## config.mk

```make
export PLATFORM = sky130hd
export DESIGN_NAME = ysyx_22050039_ifu
export DESIGN_NICKNAME = d
export VERILOG_FILES = /design/src/rtl/ysyx_22050039_ifu.sv
export SDC_FILE = /design/constraint.sdc
export NUM_CORES = 1
export LEC_CHECK = 0
export ABC_AREA = 0
export BUFFER_PORTS_ARGS = -buffer_cell sky130_fd_sc_hd__buf_2
export CORE_UTILIZATION = 60
export DETAILED_ROUTE_END_ITERATION = 10
export PLACE_DENSITY = 0.83
export SLEW_MARGIN = 30
export SYNTH_ARGS = -nofsm -noshare
export SYNTH_HDL_FRONTEND = slang
export SYNTH_SLANG_ARGS = --single-unit
```

## constraint.sdc

```tcl
create_clock -name clk -period 4.4 [get_ports clk]
set_clock_uncertainty 0.05 [all_clocks]
set_input_delay 0.44 -clock clk [delete_from_list [all_inputs] [get_ports clk]]
set_output_delay 0.44 -clock clk [all_outputs]
set_load 0.01 [all_outputs]
```

## src/rtl/ysyx_22050039_ifu.sv

```systemverilog
// rtl/ysyx_22050039_ifu.sv - RV64 instruction fetch stage: PC, single-outstanding imem fetch, instruction FIFO to decode.
// Optional IFU_MISALIGN_CHECK_EN: misaligned redirect raises sticky fetch_fault and stops fetching.
module ysyx_22050039_ifu #(
  parameter int              XLEN       = 64,
  parameter int              INST_LEN   = 32,
  parameter logic [XLEN-1:0] RESET_PC   = 64'h8000_0000,
  parameter int              FIFO_DEPTH = 2
) (
  input  logic                clk,
  input  logic                rst,
  output logic                imem_req_valid,
  input  logic                imem_req_ready,
  output logic [XLEN-1:0]     imem_req_addr,
  input  logic                imem_resp_valid,
  input  logic [INST_LEN-1:0] imem_resp_data,
  output logic                inst_valid,
  input  logic                inst_ready,
  output logic [INST_LEN-1:0] inst,
  output logic [XLEN-1:0]     inst_pc,
  input  logic                redirect,
  input  logic [XLEN-1:0]     redirect_pc,
  output logic                fetch_fault
);

  localparam int PTR_W = $clog2(FIFO_DEPTH);
  localparam int CNT_W = PTR_W + 1;

  typedef enum logic [1:0] {S_REQ, S_WAIT, S_DROP} state_e;

  state_e              state_q, state_d;
  logic [XLEN-1:0]     pc_q, pc_d;
  logic [XLEN-1:0]     req_pc_q;
  logic [CNT_W-1:0]    cnt_q, cnt_d;
  logic [PTR_W-1:0]    rd_ptr_q, rd_ptr_d;
  logic [PTR_W-1:0]    wr_ptr_q, wr_ptr_d;
  logic [INST_LEN-1:0] buf_inst_q [FIFO_DEPTH];
  logic [XLEN-1:0]     buf_pc_q   [FIFO_DEPTH];
  logic [INST_LEN-1:0] inst_q, inst_d;
  logic [XLEN-1:0]     inst_pc_q, inst_pc_d;

  logic [XLEN-1:0]     target;
  logic                req_block;
  logic                accept;
  logic                push;
  logic                pop;

`ifdef IFU_MISALIGN_CHECK_EN
  logic fault_q;

  always_ff @(posedge clk or negedge rst) begin
    if (!rst) begin
      fault_q <= 1'b0;
    end else begin
      fault_q <= fault_q | (redirect & (|redirect_pc[1:0]));
    end
  end

  assign target      = redirect_pc;
  assign req_block   = fault_q;
  assign fetch_fault = fault_q;
`else
  assign target      = {redirect_pc[XLEN-1:2], redirect_pc[1:0] & 2'b00};
  assign req_block   = 1'b0;
  assign fetch_fault = 1'b0;
`endif

  // The space check alone covers the in-flight slot: nothing is pushed while in REQ.
  assign imem_req_valid = rst & (state_q == S_REQ) & (cnt_q < CNT_W'(FIFO_DEPTH)) & ~req_block;
  assign imem_req_addr  = pc_q;
  assign accept         = imem_req_valid & imem_req_ready;
  assign push           = (state_q == S_WAIT) & imem_resp_valid & ~redirect;
  assign inst_valid     = (cnt_q != '0);
  assign pop            = inst_valid & inst_ready & ~redirect;
  assign inst           = inst_q;
  assign inst_pc        = inst_pc_q;

  always_comb begin
    state_d = state_q;
    case (state_q)
      S_REQ:  if (accept) state_d = redirect ? S_DROP : S_WAIT;
      S_WAIT: begin
        if (imem_resp_valid) state_d = S_REQ;
        else if (redirect)   state_d = S_DROP;
      end
      S_DROP: if (imem_resp_valid) state_d = S_REQ;
      default: state_d = S_REQ;
    endcase
  end

  always_comb begin
    pc_d     = pc_q;
    cnt_d    = cnt_q + CNT_W'(push) - CNT_W'(pop);
    rd_ptr_d = rd_ptr_q + PTR_W'(pop);
    wr_ptr_d = wr_ptr_q + PTR_W'(push);
    if (accept) pc_d = pc_q + XLEN'(4);
    if (redirect) begin
      pc_d     = target;
      cnt_d    = '0;
      rd_ptr_d = '0;
      wr_ptr_d = '0;
    end
  end

  // Head registers only move when something remains, so an empty FIFO keeps the last value.
  always_comb begin
    inst_d    = inst_q;
    inst_pc_d = inst_pc_q;
    if (cnt_d != '0) begin
      if (push && (rd_ptr_d == wr_ptr_q)) begin
        inst_d    = imem_resp_data;
        inst_pc_d = req_pc_q;
      end else begin
        inst_d    = buf_inst_q[rd_ptr_d];
        inst_pc_d = buf_pc_q[rd_ptr_d];
      end
    end
  end

  always_ff @(posedge clk or negedge rst) begin
    if (!rst) begin
      state_q   <= S_REQ;
      pc_q      <= RESET_PC;
      req_pc_q  <= '0;
      cnt_q     <= '0;
      rd_ptr_q  <= '0;
      wr_ptr_q  <= '0;
      inst_q    <= '0;
      inst_pc_q <= '0;
    end else begin
      state_q   <= state_d;
      pc_q      <= pc_d;
      cnt_q     <= cnt_d;
      rd_ptr_q  <= rd_ptr_d;
      wr_ptr_q  <= wr_ptr_d;
      inst_q    <= inst_d;
      inst_pc_q <= inst_pc_d;
      if (accept) req_pc_q <= pc_q;
    end
  end

  always_ff @(posedge clk or negedge rst) begin
    if (!rst) begin
      for (int i = 0; i < FIFO_DEPTH; i++) begin
        buf_inst_q[i] <= '0;
        buf_pc_q[i]   <= '0;
      end
    end else if (push) begin
      buf_inst_q[wr_ptr_q] <= imem_resp_data;
      buf_pc_q[wr_ptr_q]   <= req_pc_q;
    end
  end

endmodule

```

==> impl_metrics.env <==
export IMPL_status="finished clean"
export IMPL_crit_path_frequent_cell="ha_1"
export IMPL_grt_max_degree=180
export IMPL_worst_setup_path_start_kind="flip-flop"
export IMPL_via_per_inst=6.16
export IMPL_synth_area_leaders="dfrtp_1 58%, mux2_2 12%, mux2i_1 5.4%"
export IMPL_synthCells=1550
export IMPL_worstSkewPairLatency_ns=0.53
export IMPL_cpMaxStageDelayCell="buf_4"
export IMPL_htree_num_levels=2
export IMPL_pwr_share_comb_pct=21.4
export IMPL_rsz0062_at_grt="no"
export IMPL_drtIter0Drc=1144
export IMPL_vias=13600
export IMPL_post_dp_hpwl_mm=28.0
export IMPL_period_minus_slack_ns=3.66
export IMPL_final_common_cell="dfrtp_1"
export IMPL_ctsRootBufferMaster="clkbuf_16"
export IMPL_maxCapViolations=0
export IMPL_holdWs_ns=0.0649
export IMPL_cts_tree="built"
export IMPL_grt_pass1_vias=13900
export IMPL_post_cts_buffers=0
export IMPL_layout_drive_gt1_share_pct=31.1
export IMPL_die_x_um=175
export IMPL_arrival_ns=4.04
export IMPL_mostFrequentLayoutCells="411 x dfrtp_1, 255 x buf_2, 230 x nand2_1"
export IMPL_peakVddDrop_mv=0.377
export IMPL_initial_core_util_pct=61.5
export IMPL_nFillCells=1977
export IMPL_setup_tns_ns=0
export IMPL_hp_class="in2reg"
export IMPL_yosys_area_top_type="dfrtp_1"
export IMPL_firstDrtPassIters=5
export IMPL_die_h_um=175
export IMPL_synth_top_area_share_pct=57.6
export IMPL_syn_cell_area_um2=17900
export IMPL_ys_seq_elements=412
export IMPL_clkTransAtPathRegs_ns=0.06
export IMPL_gr_total_overflow=0
export IMPL_p_sw_share_pct=29.5
export IMPL_yosysWarnings=0
export IMPL_power_switching_mw=3.49
export IMPL_grt_usage_pct=30.9
export IMPL_hold_violations=0
export IMPL_area_delta_synth_final_pct=18.3
export IMPL_post_route_period_util_pct=83.1
export IMPL_path_max_fanout=70
export IMPL_coreArea_um2=29000
export IMPL_cellPowerDensity_nw_per_um2=559
export IMPL_max_slew_margin_rel_pct=34.5
export IMPL_p_leak_nw=10.5
export IMPL_cts_buffers=43
export IMPL_clockBufferDepth=3
export IMPL_remaining_drc_errors=0
export IMPL_drv_slew=0
export IMPL_port_buffers=257
export IMPL_ys_seq_area_share_pct=57.7
export IMPL_globalplace_congestion=0.843
export IMPL_path_class="reg2reg"
export IMPL_cts_sinks=412
export IMPL_seq_area_um2=10300
export IMPL_synth_edf_count=0
export IMPL_num_rows=62
export IMPL_routedWlPerCell_um=21.0
export IMPL_drtAntennaViolNets=0
export IMPL_ys_types=54
export IMPL_ios=265
export IMPL_worstSetupEndpointType="flip-flop"
export IMPL_setup_violations=0
export IMPL_ys_flop_type="dfrtp_1"
export IMPL_p_int_mw=8.32
export IMPL_fmax_ghz=0.274
export IMPL_antenna_found_initial=4
export IMPL_slowest_delay_ns=0.83
export IMPL_drt_wl_total_mm=46.2
export IMPL_die_area_um2=30500
export IMPL_multi_input_area_um2=7150
export IMPL_nets=1887
export IMPL_cts_resized=0
export IMPL_grt_pass1_wl_mm=74.6
export IMPL_async_reset_ff_share_pct=100
export IMPL_cp_cell_sequence="o21ai_0 -> nor2_1 -> ha_1 -> inv_1 -> ha_1 -> xor3_1 -> o21a_4 -> buf_4 -> o22ai_1 -> a21oi_1"
export IMPL_p_seq_share_pct=46.8
export IMPL_tightestPinTransition_ns=0.982
export IMPL_syn_area_per_cell_um2=11.5
export IMPL_pwr_share_clk_pct=31.8
export IMPL_crit_required_ns=4.78
## Yosys cell counts (all sizes together), types with 3 or more instances
library cell and number:
and3 4, clkbuf 77, or4 12, xnor2 21, a21oi 96, and4 3, nor4 18, nor2b 5
o31a 5, o21ai 55, nor2 32, nand4 30, nand2 231, dfrtp 411, mux2i 97, o31ai 9
xor2 15, inv 18, o22ai 94, nor3 11, mux2 189, nand2b 6, a31oi 16, or2 6
ha 5, nand3 19, buf 27, or3 12
## path summary, 6_finish.rpt
kind	slack [ns]	end	cells past startpoint	from
worst max register to register	0.74	inst[3]	10	cnt_q[1]
max in group asynchronous	2.60	buf_pc_q[97]	4	rst
worst min-delay path	0.06	imem_req_addr[8]	3	redirect_pc[8]
worst max-delay path	0.74	inst[3]	10	cnt_q[1]
worst min register to register	0.45	buf_inst_q[23]	1	buf_inst_q[23]
min in group asynchronous	0.39	buf_inst_q[60]	2	rst
## cell type report
class | count | share of cell area (%)
inverter | 18 | 0.320
clock inverter | 11 | 0.746
timing repair buffer | 285 | 7.70
multi-input combinational | 1020 | 33.9
sequential | 412 | 48.8
tap | 384 | 2.27
antenna | 2 | 0.0237
clock buffer | 67 | 6.29
## cells by family (layout without fill, tap and decap cells)
family                     count (synthesis)  in the layout  share of synthesized area, %
adders and majority gates                  5              5                         0.350
AOI/OAI and AO/OA                        286            286                          9.24
DFF                                      412            412                          57.7
and+or+nand+nor                          400            400                          10.6
muxes                                    286            286                          17.4
xor gates and xnor gates                  38             38                          2.03
other                                      1              7                        0.0210
buffers and inverters                    122            381                          2.70
## registers in the layout, indices dropped and copies added, names as in the netlist
signal and count:
buf_pc_q 124, buf_inst_q 64, imem_req_addr 62, inst_pc 62
req_pc_q 62, inst 32, cnt_q 2, state_q 2
rd_ptr_q 1, wr_ptr_q 1
## what timing repair did
item | CTS | global route
hold buffers | 1 | 0
hold endpoints to repair | 55 | 0
endpoints found under the setup margin | 0 | 0
## per-layer routing
layer,vias to the layer above,global-route usage (%),routed length [um]
li1,6003,-,-
met1,6864,40.6,18500
met2,574,51.1,22500
met3,108,6.61,3760
met4,6,10.8,1360
met5,-,0,34
## through the flow
| step | setup WS (ns) | instances | cell area, um^2 | power (mW) | utilization, % |
|---|---|---|---|---|---|
| after CTS | 0.805 | 2195 | 21100 | 11.9 | 72.6 |
| after detailed placement | 0.805 | 2116 | 19600 | 8.06 | 67.5 |
| after global placement | 0.909 | 2116 | 19600 | 7.89 | 67.5 |
| after floorplan | 1.10 | 1554 | 17900 | 6.91 | - |
| after global routing | 0.532 | 2197 | 21100 | 12.4 | 72.8 |
| final | 0.744 | 2199 | 21100 | 11.8 | 72.8 |
## critical path: cells and delay by family, from the launching register on
kind	cells	cell delay, ns
buf+inv	2	0.87
simple gates	1	0.09
xor+xnor	1	0.22
flops	1	0.40
fa+ha+maj	2	0.47
compound gates	4	1.40
## power groups by stage
stage | Clock (mW) | Combinational, mW | Sequential (mW)
after global routing | 3.95 | 2.80 | 5.64
final | 3.75 | 2.53 | 5.53
after detailed placement | 0 | 2.51 | 5.56
after global placement | 0 | 2.39 | 5.50
after CTS | 3.80 | 2.54 | 5.51
after floorplan | 0 | 1.32 | 5.59
No activity file was read; power rests on OpenSTA's default activity.
